`config.mk`:
```
export PLATFORM = sky130hd
export DESIGN_NAME = ncl_thmn_array
export DESIGN_NICKNAME = d
export VERILOG_FILES = /design/src/rtl/ncl_thmn_array.sv
export SDC_FILE = /design/constraint.sdc
export NUM_CORES = 1
export LEC_CHECK = 0
export ABC_AREA = 1
export BUFFER_PORTS_ARGS = -buffer_cell sky130_fd_sc_hd__buf_2
export CAP_MARGIN = 25
export CORE_MARGIN = 2
export CORE_UTILIZATION = 44
export CTS_BUF_LIST = sky130_fd_sc_hd__clkbuf_16
export CTS_CLUSTER_DIAMETER = 100
export DETAILED_ROUTE_END_ITERATION = 7
export GPL_TIMING_DRIVEN = 1
export PLACE_DENSITY = 0.7
export SYNTH_ARGS = -nofsm -noshare
export SYNTH_HDL_FRONTEND = slang
export SYNTH_SLANG_ARGS = --single-unit
```
`constraint.sdc`:
```
create_clock -name clk -period 1.7 [get_ports clk]
set_input_delay 0.085 -clock clk [delete_from_list [all_inputs] [get_ports clk]]
set_output_delay 0.085 -clock clk [all_outputs]
set_load 0.005 [all_outputs]
```
`src/rtl/ncl_thmn_array.sv`:
```
// rtl/ncl_thmn_array.sv - clocked array of NCL THmn threshold gates with completion and wavefront count
module ncl_thmn_array #(
   parameter int N       = 2,
   parameter int M       = 1,
   parameter int CH      = 4,
   parameter int RST_VAL = 0,
   parameter int CNT_W   = 8
) (
   input  logic                clk,
   input  logic                rst,
   input  logic                en,
   input  logic [CH*N-1:0]     a,
   output logic [CH-1:0]       y,
   output logic                done,
   output logic [CNT_W-1:0]    wave_cnt
);

   localparam int   KW = $clog2(N + 1);
   localparam logic RV = (RST_VAL != 0);

   // Reject gate shapes that have no meaningful threshold behaviour.
   if (N < 2 || N > 8 || M < 1 || M > N || CH < 1 || CH > 64 || CNT_W < 1 || CNT_W > 32)
   begin : g_param_check
      $fatal(1, "ncl_thmn_array: illegal parameters N=%0d M=%0d CH=%0d CNT_W=%0d", N, M, CH, CNT_W);
   end

   logic [KW-1:0] k [CH];
   logic [CH-1:0] y_nxt;
   logic          done_nxt;

   // Per-channel popcount and THmn set / clear / hold decision.
   always_comb begin
      y_nxt = y;
      for (int c = 0; c < CH; c++) begin
         k[c] = '0;
         for (int i = 0; i < N; i++) begin
            k[c] = k[c] + KW'(a[c*N + i]);
         end
         if (k[c] >= KW'(M)) begin
            y_nxt[c] = 1'b1;
         end else if (k[c] == '0) begin
            y_nxt[c] = 1'b0;
         end
      end
   end

   // Completion acts as a CH-input C-element on the registered gate outputs.
   always_comb begin
      done_nxt = done;
      if (&y) begin
         done_nxt = 1'b1;
      end else if (~|y) begin
         done_nxt = 1'b0;
      end
   end

   // State update; the counter advances on the same edge that raises done.
   always_ff @(posedge clk or posedge rst) begin
      if (rst) begin
         y        <= {CH{RV}};
         done     <= RV;
         wave_cnt <= '0;
      end else if (en) begin
         y    <= y_nxt;
         done <= done_nxt;
         if (!done && done_nxt) begin
            wave_cnt <= wave_cnt + CNT_W'(1);
         end
      end
   end

endmodule

```
Yosys cells after proc, flatten, opt, wreduce, memory -nomap -nowiden
Index checks and enable logic that the tools add are counted.
{ "totals": {"output_inout_bits": 13, "reg_bits": 13, "word_cells": 42, "inputBits": 11} }
{ "op_classes": {"reduce_logical": 17, "add_sub_neg": 5, "order_cmp": 4, "muxes": 10} }
{ "ops": {"columns": ["operator", "n"], "rows": [
  ["$mux 1", 10],
  ["$reduce_and 2->1", 5],
  ["$add 1x1->2", 4],
  ["$add 8x1->8 const B", 1],
  ["$ge 2x1->1 const B", 4],
  ["$logic_not 2->1", 4],
  ["$reduce_bool 2->1", 4],
  ["$reduce_and 4->1", 1],
  ["$reduce_or 4->1", 1],
  ["$logic_and 1x1->1", 1],
  ["$logic_not 1->1", 1]
]} }

Depth between registers and ports, before layout
Gate-level depths: netlist of the first run.
{ "depth": {"depth_word": 5, "depth_mapped": 7, "mapped_depth_nobuf": 7} }

Worst setup path before layout of the first run
OpenSTA, ideal clock, no wires.
{ "synth_path": {"kind": "register to register", "start": "register wave_cnt[1]", "end": "register wave_cnt[6]", "path_slack_ns": 0.603, "setup_time_ns": 0.116, "t_required_ns": 1.584, "stages_incl_launch_ff": 7, "t_arrival_ns": 0.981, "period_less_slack_ns": 1.097, "path_buffers": 0, "cell_sequence": "dfrtp_1 -> ha_1 -> nand2_1 -> o21ai_0 -> nand2_1 -> nand2_1 -> nand2_1"} }
{ "synth_between": {"elab_chain_cells": 1} }
{ "synth_rtl": {"columns": ["element", "line_no", "source"], "rows": [
  ["start: declaration", "15", "output logic [CNT_W-1:0] wave_cnt"],
  ["start signal: assignment", "67", "wave_cnt <= wave_cnt + CNT_W'(1);"],
  ["$add 8x1->8", "67", null]
]} }
Every way passes these cells.
A chain may end at the register's enable or synchronous reset.

Final worst setup path of the first run
{ "layout_path": {"start": "register y[1]", "end": "register wave_cnt[0]"} }
{ "layout_between": {"elab_chain_cells": 5, "elab_cells_between_ends": 6, "classes_between": "mux (2); reduce/logical (4)"} }
{ "layout_rtl": {"columns": ["element", "line_no", "source"], "rows": [
  ["start: declaration", "13", "output logic [CH-1:0] y,"],
  ["start signal: assignment", "60", "y <= {CH{RV}};"],
  ["start signal: assignment", "64", "y <= y_nxt;"],
  ["$reduce_or 4->1", "52", "end else if (~|y) begin"],
  ["$mux 1", "52", null],
  ["$mux 1 (*)", "50", "if (&y) begin"],
  ["$logic_and 1x1->1 (*)", "66", "if (!done && done_nxt) begin"],
  ["$reduce_and 2->1 (no source line) (*)", null, null]
]} }
Every way passes the cells marked *; elsewhere a longest branch is shown, timed or not.

==> out/metrics.cfg, run 1 <==
[finish]
fin_area_um2=932
utilization=0.619
final-instance-count-excl-fill=140
diodes=0
nets=137
drive_gt1_frac=0.258
syn2layout_area_growth_pct=31.6
fill_cells=122

[power]
power_leakage_nw=0.511
ir_drop_v=0.000636
finalPower_w=0.00104
powerDensity_nw_per_um2=1120

[floorplanning]
core_um2=1510
num_io_pins=24
rows=14
die_y_um=44.1
die_w_um=44.1
dieArea_um2=1950
start_util=0.470

[logic_synthesis]
synth_top_family_by_area=simple AND/OR/NAND/NOR gates
yosys.area_share.simple=0.375
synthTopCellsByCount=nand2_1, dfrtp_1, inv_1
syn_area_um2=708
synth.most_common_cell=nand2_1
syn-num-nets=108
syn_area_per_cell_um2=7.38
synth_seq_area_share=0.459
ys_ff_latch=13
synth_edf_count=0
synthArstFlopShare=1.00
synthMuxAreaShare=0
syn-instance-count=96
yosys.area.top_type=dfrtp_1
synth_area_leaders=dfrtp_1, nand2_1, o21ai_0, inv_1, nor2_1
ys_types=15
synth_compound_area_frac=0.0636
synth_top_area_share=0.459
yosysWarnings=0
ys.flop_type=dfrtp_1
yosys.area_share.adder=0.0177
synth_xor_area_frac=0.0371

[global_route]
antenna_found_initial=0
track_usage=0.186
grt_max_degree=14
grt_first_pass_wirelength_mm=2.62
first_global_vias=592
grt_remaining_overflow=0

[clocking]
cts_buffers=3
post_cts_resized=0
post_cts.repair.setup_buffers=0
clk_latency_ps=240
clock-sinks=13
hold_buffers=1
cts_tree=yes
clock-root-buffer=clkbuf_16
cts_max_level=1
clockBufferDepth=2
clkTransAtPathRegs_ps=40

[outcome]
outcome=finished clean

[timing]
setup_viol=0
relSlewSlack=0.675
skew_ps=3.36
hold_viol=0
final_max_slew_viol_count=0
max_freq_mhz=852
tightest_slew_ps=488
rsz0062_at_grt=no
post-route-period-util=0.691
fin_crit_ps=1170
tns_ps=0

[setup_path]
rrSetupSlack_ps=530
required_ps=1820
start_kind=register
worstPathMaxFanout=8
crit_type=register to register
cp-end-kind=register
critPathArrivalTime_ps=1290

[detailed_routing]
route.detailed.wl_per_inst_um=10.6
antenna_left=0
wl_mm=1.49
vias_per_cell=4.84
drt_iter0_drc=21
drc=0
vias=677
firstDrtPassIters=4

[placement]
place_congestion=0.793
dpl_cell_area_um2=843
io_buffers=23
dp_cells=135
dpl.hpwl_mm=1.07

[flow_run]
cap_violations=0

[min_path]
min_path_type=input port to register

[where the power goes]
group	internal, W	leakage (nW)	switching (W)
Combinational	0.0000868	0.302	0.000101
Sequential	0.000356	0.167	0.0000686
Clock	0.000309	0.0423	0.000119
Total	0.000752	0.511	0.000289
[registers in the layout, indices dropped and copies added (netlist names)]
register	flops
done	1
wave_cnt	8
y	4
[cell type report]
type                    instances  area [um^2]  area share
inverters                       9         33.8      0.0362
well taps                      16         20.0      0.0215
repair buffers                 24          125       0.134
clock buffers                   3         75.1      0.0805
clock inverters                 1         3.75     0.00403
flip-flops and latches         13          325       0.349
multi-input cells              74          349       0.374
[layout by cell type (no fill, tap or decap)]
master,netlist,final
xor2_1,1,1
nand2_1,45,45
nand3_1,4,4
nor3_2,1,1
dfrtp_1,13,13
xnor2_1,2,2
o21ai_0,8,8
buf_2,0,23
clkbuf_16,0,3
nor2_4,1,1
nor2_2,1,1
dlygate4sd3_1,0,1
nand2_2,1,1
o21ai_1,1,1
nand3_2,2,2
ha_1,1,1
inv_1,9,10
nor2_1,6,6
[logic make-up after synthesis]
| family | after synthesis |
|---|---|
| simple gates | 61 |
| flops | 13 |
| compound gates | 9 |
| buf+inv | 9 |
| xor+xnor | 3 |
| fa+ha+maj | 1 |
[worst paths after layout]
path	start	to	depth (start not counted)
hold reg to reg	wave_cnt[7]	wave_cnt[7]	2
hold / removal	a[4]	y[2]	3
max in group asynchronous	rst	wave_cnt[7]	3
setup reg to reg	y[1]	wave_cnt[0]	5
setup / recovery	y[1]	wave_cnt[0]	5
min in group asynchronous	rst	wave_cnt[5]	3
[through the flow]
step	hold WS (ps)	worst slack, ps
after floorplan	-38.0	603
after global placement	131	591
after detailed placement	133	560
after CTS	68.7	497
after global routing	96.5	413
final	60.5	526
[worst max-delay path, cell delays in order (launching register included)]
cell and delay, ps:
dfrtp_1 420, nand3_1 140, nor3_2 120, nand2_1 190, nand2_1 120, nand2_1 70
[metal layers]
| layer | global-route usage | part of all wire | vias up |
|---|---|---|---|
| li1 | - | - | 355 |
| met1 | 0.245 | 0.46 | 301 |
| met2 | 0.294 | 0.49 | 17 |
| met3 | 0.0367 | 0.040 | 4 |
| met4 | 0.0909 | 0.017 | 0 |
| met5 | 0 | 0 | - |
(Power assumes the default switching activity.)
==> run 2: changes to the inputs <==
Clock period 1.7 ns to 1.1 ns, I/O delays scaled along.
==> out/metrics.cfg, run 2 (synthesis results as in run 1) <==
[detailed_routing]
wl_mm=1.66  ; was 1.49 mm
vias_per_cell=4.88  ; was 4.84
dr_wl_met3_um=89  ; was 60 um
drt_iter0_drc=13  ; was 21
vias=712  ; was 677
antenna_left=0  ; unchanged
routed-wl-met2_um=812  ; was 723 um
routedLengthMet1_um=714  ; was 677 um
route.detailed.wl_per_inst_um=11.4  ; was 10.6 um
drc=0  ; unchanged
firstDrtPassIters=4  ; unchanged
highest_layer=met4  ; unchanged

[power]
p_int_w=0.00123  ; was 0.000752 W
p_clk_frac=0.397  ; was 0.411
p_seq_frac=0.368  ; was 0.408
p_comb_frac=0.234  ; was 0.180
switching_share=0.284  ; was 0.277
ir_drop_v=0.00117  ; was 0.000636 V
powerDensity_nw_per_um2=1730  ; was 1120 nW/um^2
switchingPower_w=0.000489  ; was 0.000289 W
power_leakage_nw=0.533  ; was 0.511 nW
finalPower_w=0.00172  ; was 0.00104 W

[finish]
fin_area_um2=996  ; was 932 um^2
diodes=0  ; unchanged
final_cell_mix=nand2_1, buf_2, dfrtp_1  ; unchanged
largest_register_ffs=8  ; unchanged
utilization=0.661  ; was 0.619
nets=143  ; was 137
drive_gt1_frac=0.354  ; was 0.258
final_common_cell=nand2_1  ; unchanged
largest_registers=wave_cnt: 8 flops, y: 4 flops, done: 1 flops  ; unchanged
syn2layout_area_growth_pct=40.6  ; was 31.6%
regMostFlops=wave_cnt  ; unchanged

[placement]
dp_slack_ps=-10.4  ; was 560 ps
dpl.hpwl_mm=1.20  ; was 1.07 mm
place_congestion=0.825  ; was 0.793
io_buffers=23  ; unchanged
dpl_cell_area_um2=866  ; was 843 um^2

[setup_path]
slowest_delay_ps=410  ; was 420 ps
r2r-start=y[1]  ; unchanged
reg2regPathDepth=6  ; was 5
crit_cells=6  ; was 5
r2r_end=wave_cnt[4]  ; was wave_cnt[0]
critPathArrivalTime_ps=1280  ; was 1290 ps
rrSetupSlack_ps=-2  ; was 530 ps
critPathSlowestCell=dfrtp_1  ; unchanged
start_kind=register  ; unchanged
required_ps=1280  ; was 1820 ps
path_delay_family=simple AND/OR/NAND/NOR gates  ; unchanged
cp-endpoint=wave_cnt[4]  ; was wave_cnt[0]
cp-end-kind=register  ; unchanged
cp_num_buf_inv=0  ; unchanged
crit_chain=nand2_2, nor2_4, nand3_2, nor2_4, nand2_1, nand2_1  ; was nand3_1, nor3_2, nand2_1, nand2_1, nand2_1
crit_type=register to register  ; unchanged
startpoint=y[1]  ; unchanged
worstPathMaxFanout=8  ; unchanged

[timing]
tns_ps=-3.02  ; was 0 ps
relSlewSlack=0.662  ; was 0.675
setup_viol=2  ; was 0
hold_viol=0  ; unchanged
fin_ws_ps=-2.38  ; was 526 ps
tightest_slew_ps=506  ; was 488 ps
rsz0062_at_grt=yes  ; was no
fin_crit_ps=1100  ; was 1170 ps
max_freq_mhz=907  ; was 852 MHz
skew_ps=2.71  ; was 3.36 ps
final_max_slew_viol_count=0  ; unchanged
post-route-period-util=1.00  ; was 0.691

[clocking]
cts_tree=yes  ; unchanged
cts_max_level=1  ; unchanged
clockBufferDepth=2  ; unchanged
clkTransAtPathRegs_ps=40  ; about the same
clock-root-buffer=clkbuf_16  ; unchanged
cts_buffers=3  ; unchanged
clock-sinks=13  ; unchanged
clk_latency_ps=250  ; was 240 ps

[floorplanning]
num_io_pins=24  ; unchanged
die_y_um=44.1  ; unchanged
dieArea_um2=1950  ; unchanged
die_w_um=44.1  ; unchanged
start_util=0.470  ; unchanged
rows=14  ; unchanged
core_um2=1510  ; unchanged

[outcome]
violations=setup timing
outcome=finished, violations left  ; was finished clean

[min_path]
holdPathStages=3  ; unchanged
min_path_type=input port to register  ; unchanged

[global_route]
grt_first_pass_wirelength_mm=2.82  ; was 2.62 mm
grt_max_degree=14  ; unchanged
grt_remaining_overflow=0  ; unchanged
first_global_vias=667  ; was 592
antenna_found_initial=0  ; unchanged
track_usage=0.207  ; was 0.186

[flow_run]
cap_violations=0  ; unchanged

run 2: area by class of cell:
type | instances | area [um^2]
repair buffers | 30 | 170
clock buffers | 3 | 75.1
flip-flops and latches | 13 | 329
fillers | 131 | 510
multi-input cells | 74 | 364
clock inverters | 1 | 3.75
inverters | 9 | 33.8
well taps | 16 | 20.0
run 2: worst min-delay path, stage by stage:
cell and delay (ps):
buf_2 70, o21ai_0 50, o21ai_0 60
run 2: how the worst min path moves through the flow:
stage	start	endpoint	slack [ps]
2_1_floorplan	rst	done	-70
3_3_place_gp	rst	wave_cnt[5]	100
3_5_place_dp	rst	wave_cnt[3]	100
4_1_cts	a[2]	y[1]	30
5_1_grt	a[0]	y[0]	70
6_report	a[0]	y[0]	30
run 2: stage by stage:
step | cells | hold WS [ps]
floorplan | 96 | -68.0
global placement | 138 | 100
detailed placement | 138 | 105
CTS | 144 | 34.0
global route | 146 | 67.3
finish | 146 | 33.0
run 2: per-layer routing:
layer	vias up	GRT usage
met3	5	0.0490
met5	-	0
li1	368	-
met4	0	0.127
met2	21	0.344
met1	318	0.240
run 2: repair_timing:
item                                   in CTS  in global routing
buffers inserted                            1                  2
gates resized for setup                     2                  7
endpoints found under the hold margin      13                  0
pin swaps                                   0                  8
hold buffers                                1                  0
setup endpoints to repair                   8                  8
run 2: power by group through the flow:
| stage | clock network [W] | logic [W] | registers, W |
|---|---|---|---|
| 5_1_grt | 0.000715 | 0.000452 | 0.000646 |
| 3_3_place_gp | 0 | 0.000364 | 0.000631 |
| 3_5_place_dp | 0 | 0.000371 | 0.000635 |
| 4_1_cts | 0.000689 | 0.000382 | 0.000629 |
| 6_report | 0.000684 | 0.000403 | 0.000633 |
| 2_1_floorplan | 0 | 0.000161 | 0.000658 |
==> run 3: changes to the inputs <==
Settings changed: BUFFER_PORTS_ARGS -buffer_cell sky130_fd_sc_hd__buf_2 to -buffer_cell sky130_fd_sc_hd__buf_4.
Clock period 1.1 ns to 1.3 ns, I/O delays scaled along.
==> out/metrics.cfg, run 3 (synthesis results as in run 1) <==
[outcome]
outcome=finished clean  ; was finished, violations left

[power]
ir_drop_v=0.00119  ; was 0.00117 V
powerDensity_nw_per_um2=1440  ; was 1730 nW/um^2
switchingPower_w=0.000404  ; was 0.000489 W
switching_share=0.282  ; was 0.284
p_comb_frac=0.196  ; was 0.234
p_clk_frac=0.411  ; was 0.397
p_int_w=0.00103  ; was 0.00123 W
p_seq_frac=0.392  ; was 0.368
power_leakage_nw=0.523  ; was 0.533 nW

[global_route]
grt_remaining_overflow=0  ; unchanged
antenna_found_initial=0  ; unchanged
grt_first_pass_wirelength_mm=2.65  ; was 2.82 mm
first_global_vias=618  ; was 667
grt_max_degree=14  ; unchanged
track_usage=0.192  ; was 0.207

[setup_path]
cp_common_cell=nand2_1
worstPathMaxFanout=8  ; unchanged
slowest_delay_ps=420  ; was 410 ps
required_ps=1430  ; was 1280 ps
crit_chain=nand3_1, nor3_2, nand2_1, nand2_1, nand2_1  ; was nand2_2, nor2_4, nand3_2, nor2_4, nand2_1, nand2_1
critPathSlowestCell=dfrtp_1  ; unchanged
cp-end-kind=register  ; unchanged
crit_type=register to register  ; unchanged
start_kind=register  ; unchanged
critPathArrivalTime_ps=1300  ; was 1280 ps

[timing]
rsz0062_at_grt=no  ; was yes
final_max_slew_viol_count=0  ; unchanged
tns_ps=0  ; was -3.02 ps
fin_crit_ps=1170  ; was 1100 ps
skew_ps=4.85  ; was 2.71 ps
post-route-period-util=0.901  ; was 1.00
fin_ws_ps=128  ; was -2.38 ps
max_freq_mhz=853  ; was 907 MHz
hold_viol=0  ; unchanged
setup_viol=0  ; was 2
relSlewSlack=0.687  ; was 0.662
tightest_slew_ps=469  ; was 506 ps

[detailed_routing]
drt_iter0_drc=15  ; was 13
antenna_left=0  ; unchanged
dr_wl_met3_um=80  ; was 89 um
vias=690  ; was 712
route.detailed.wl_per_inst_um=11.0  ; was 11.4 um
highest_layer=met4  ; unchanged
drc=0  ; unchanged
routedLengthMet1_um=735  ; was 714 um
firstDrtPassIters=4  ; unchanged
wl_mm=1.54  ; was 1.66 mm
routed-wl-met2_um=696  ; was 812 um
vias_per_cell=4.93  ; was 4.88

[flow_run]
cap_violations=0  ; unchanged

[min_path]
min_path_type=input port to register  ; unchanged

[floorplanning]
dieArea_um2=1950  ; unchanged
core_um2=1510  ; unchanged
die_w_um=44.1  ; unchanged
die_y_um=44.1  ; unchanged
rows=14  ; unchanged
num_io_pins=24  ; unchanged
start_util=0.470  ; unchanged

[clocking]
post_cts.repair.setup_buffers=0  ; was 1
clock-sinks=13  ; unchanged
clock-root-buffer=clkbuf_16  ; unchanged
post_cts_resized=0  ; was 2
cts_tree=yes  ; unchanged
cts_max_level=1  ; unchanged
clk_latency_ps=250  ; about the same
hold_buffers=1  ; unchanged
clockBufferDepth=2  ; unchanged
clkTransAtPathRegs_ps=50  ; was 40 ps
cts_buffers=3  ; unchanged

[finish]
largest_register_ffs=8  ; unchanged
diodes=0  ; unchanged
drive_gt1_frac=0.266  ; was 0.354
final_cell_mix=nand2_1, buf_4, dfrtp_1  ; was nand2_1, buf_2, dfrtp_1
regMostFlops=wave_cnt  ; unchanged
final-instance-count-excl-fill=140  ; was 146
largest_registers=wave_cnt: 8 flops, y: 4 flops, done: 1 flops  ; unchanged
fill_cells=135  ; was 131
syn2layout_area_growth_pct=39.9  ; was 40.6%
nets=137  ; was 143
final_common_cell=nand2_1  ; unchanged

[placement]
dp_slack_ps=148  ; was -10.4 ps
dpl.hpwl_mm=1.15  ; was 1.20 mm
place_congestion=0.762  ; was 0.825
dp_cells=135  ; was 138
io_buffers=23  ; unchanged

[run 3: power groups by stage]
stage | Combinational [W] | Clock [W] | Sequential (W)
floorplan | 0.000136 | 0 | 0.000557
detailed placement | 0.000283 | 0 | 0.000565
global route | 0.000326 | 0.000624 | 0.000573
CTS | 0.000286 | 0.000592 | 0.000560
finish | 0.000281 | 0.000589 | 0.000562
global placement | 0.000281 | 0 | 0.000559
[run 3: critical path, delay by kind of cell, from the launching register on]
kind,cells,cell delay [ps]
DFF,1,420
and+or+nand+nor,5,630
[run 3: worst paths after layout]
check,start,end,slack (ps),cells past startpoint
worst max-delay path,y[1],wave_cnt[1],130,5
worst min-delay path,a[4],y[2],40,3
worst max register to register,y[1],wave_cnt[1],130,5
worst min register to register,wave_cnt[7],wave_cnt[7],530,2
max in group asynchronous,rst,wave_cnt[0],580,3
min in group asynchronous,rst,y[2],390,3
[run 3: cell type report]
cell class / instances / area [um^2] / share of cell area
Sequential cell: 13 / 325 / 0.328
Timing Repair Buffer: 24 / 183 / 0.184
Clock inverter: 1 / 5.00 / 0.00505
Inverter: 9 / 33.8 / 0.0341
Multi-Input combinational cell: 74 / 349 / 0.352
Clock buffer: 3 / 75.1 / 0.0758
Tap cell: 16 / 20.0 / 0.0202
[run 3: through the flow]
| stage | hold WS [ps] | util | power [W] | area, um^2 |
|---|---|---|---|---|
| floorplan | -58.0 | - | 0.000693 | 708 |
| global placement | 119 | 0.598 | 0.000840 | 901 |
| detailed placement | 115 | 0.598 | 0.000848 | 901 |
| CTS | 42.4 | 0.658 | 0.00144 | 991 |
| global route | 53.4 | 0.658 | 0.00152 | 991 |
| finish | 39.8 | 0.658 | 0.00143 | 991 |
[run 3: metal layers]
layer  GRT usage  vias to the layer above
met2       0.276                       15
met4       0.109                        0
met3      0.0490                        4
li1            -                      355
met1       0.262                      316
met5           0                        -
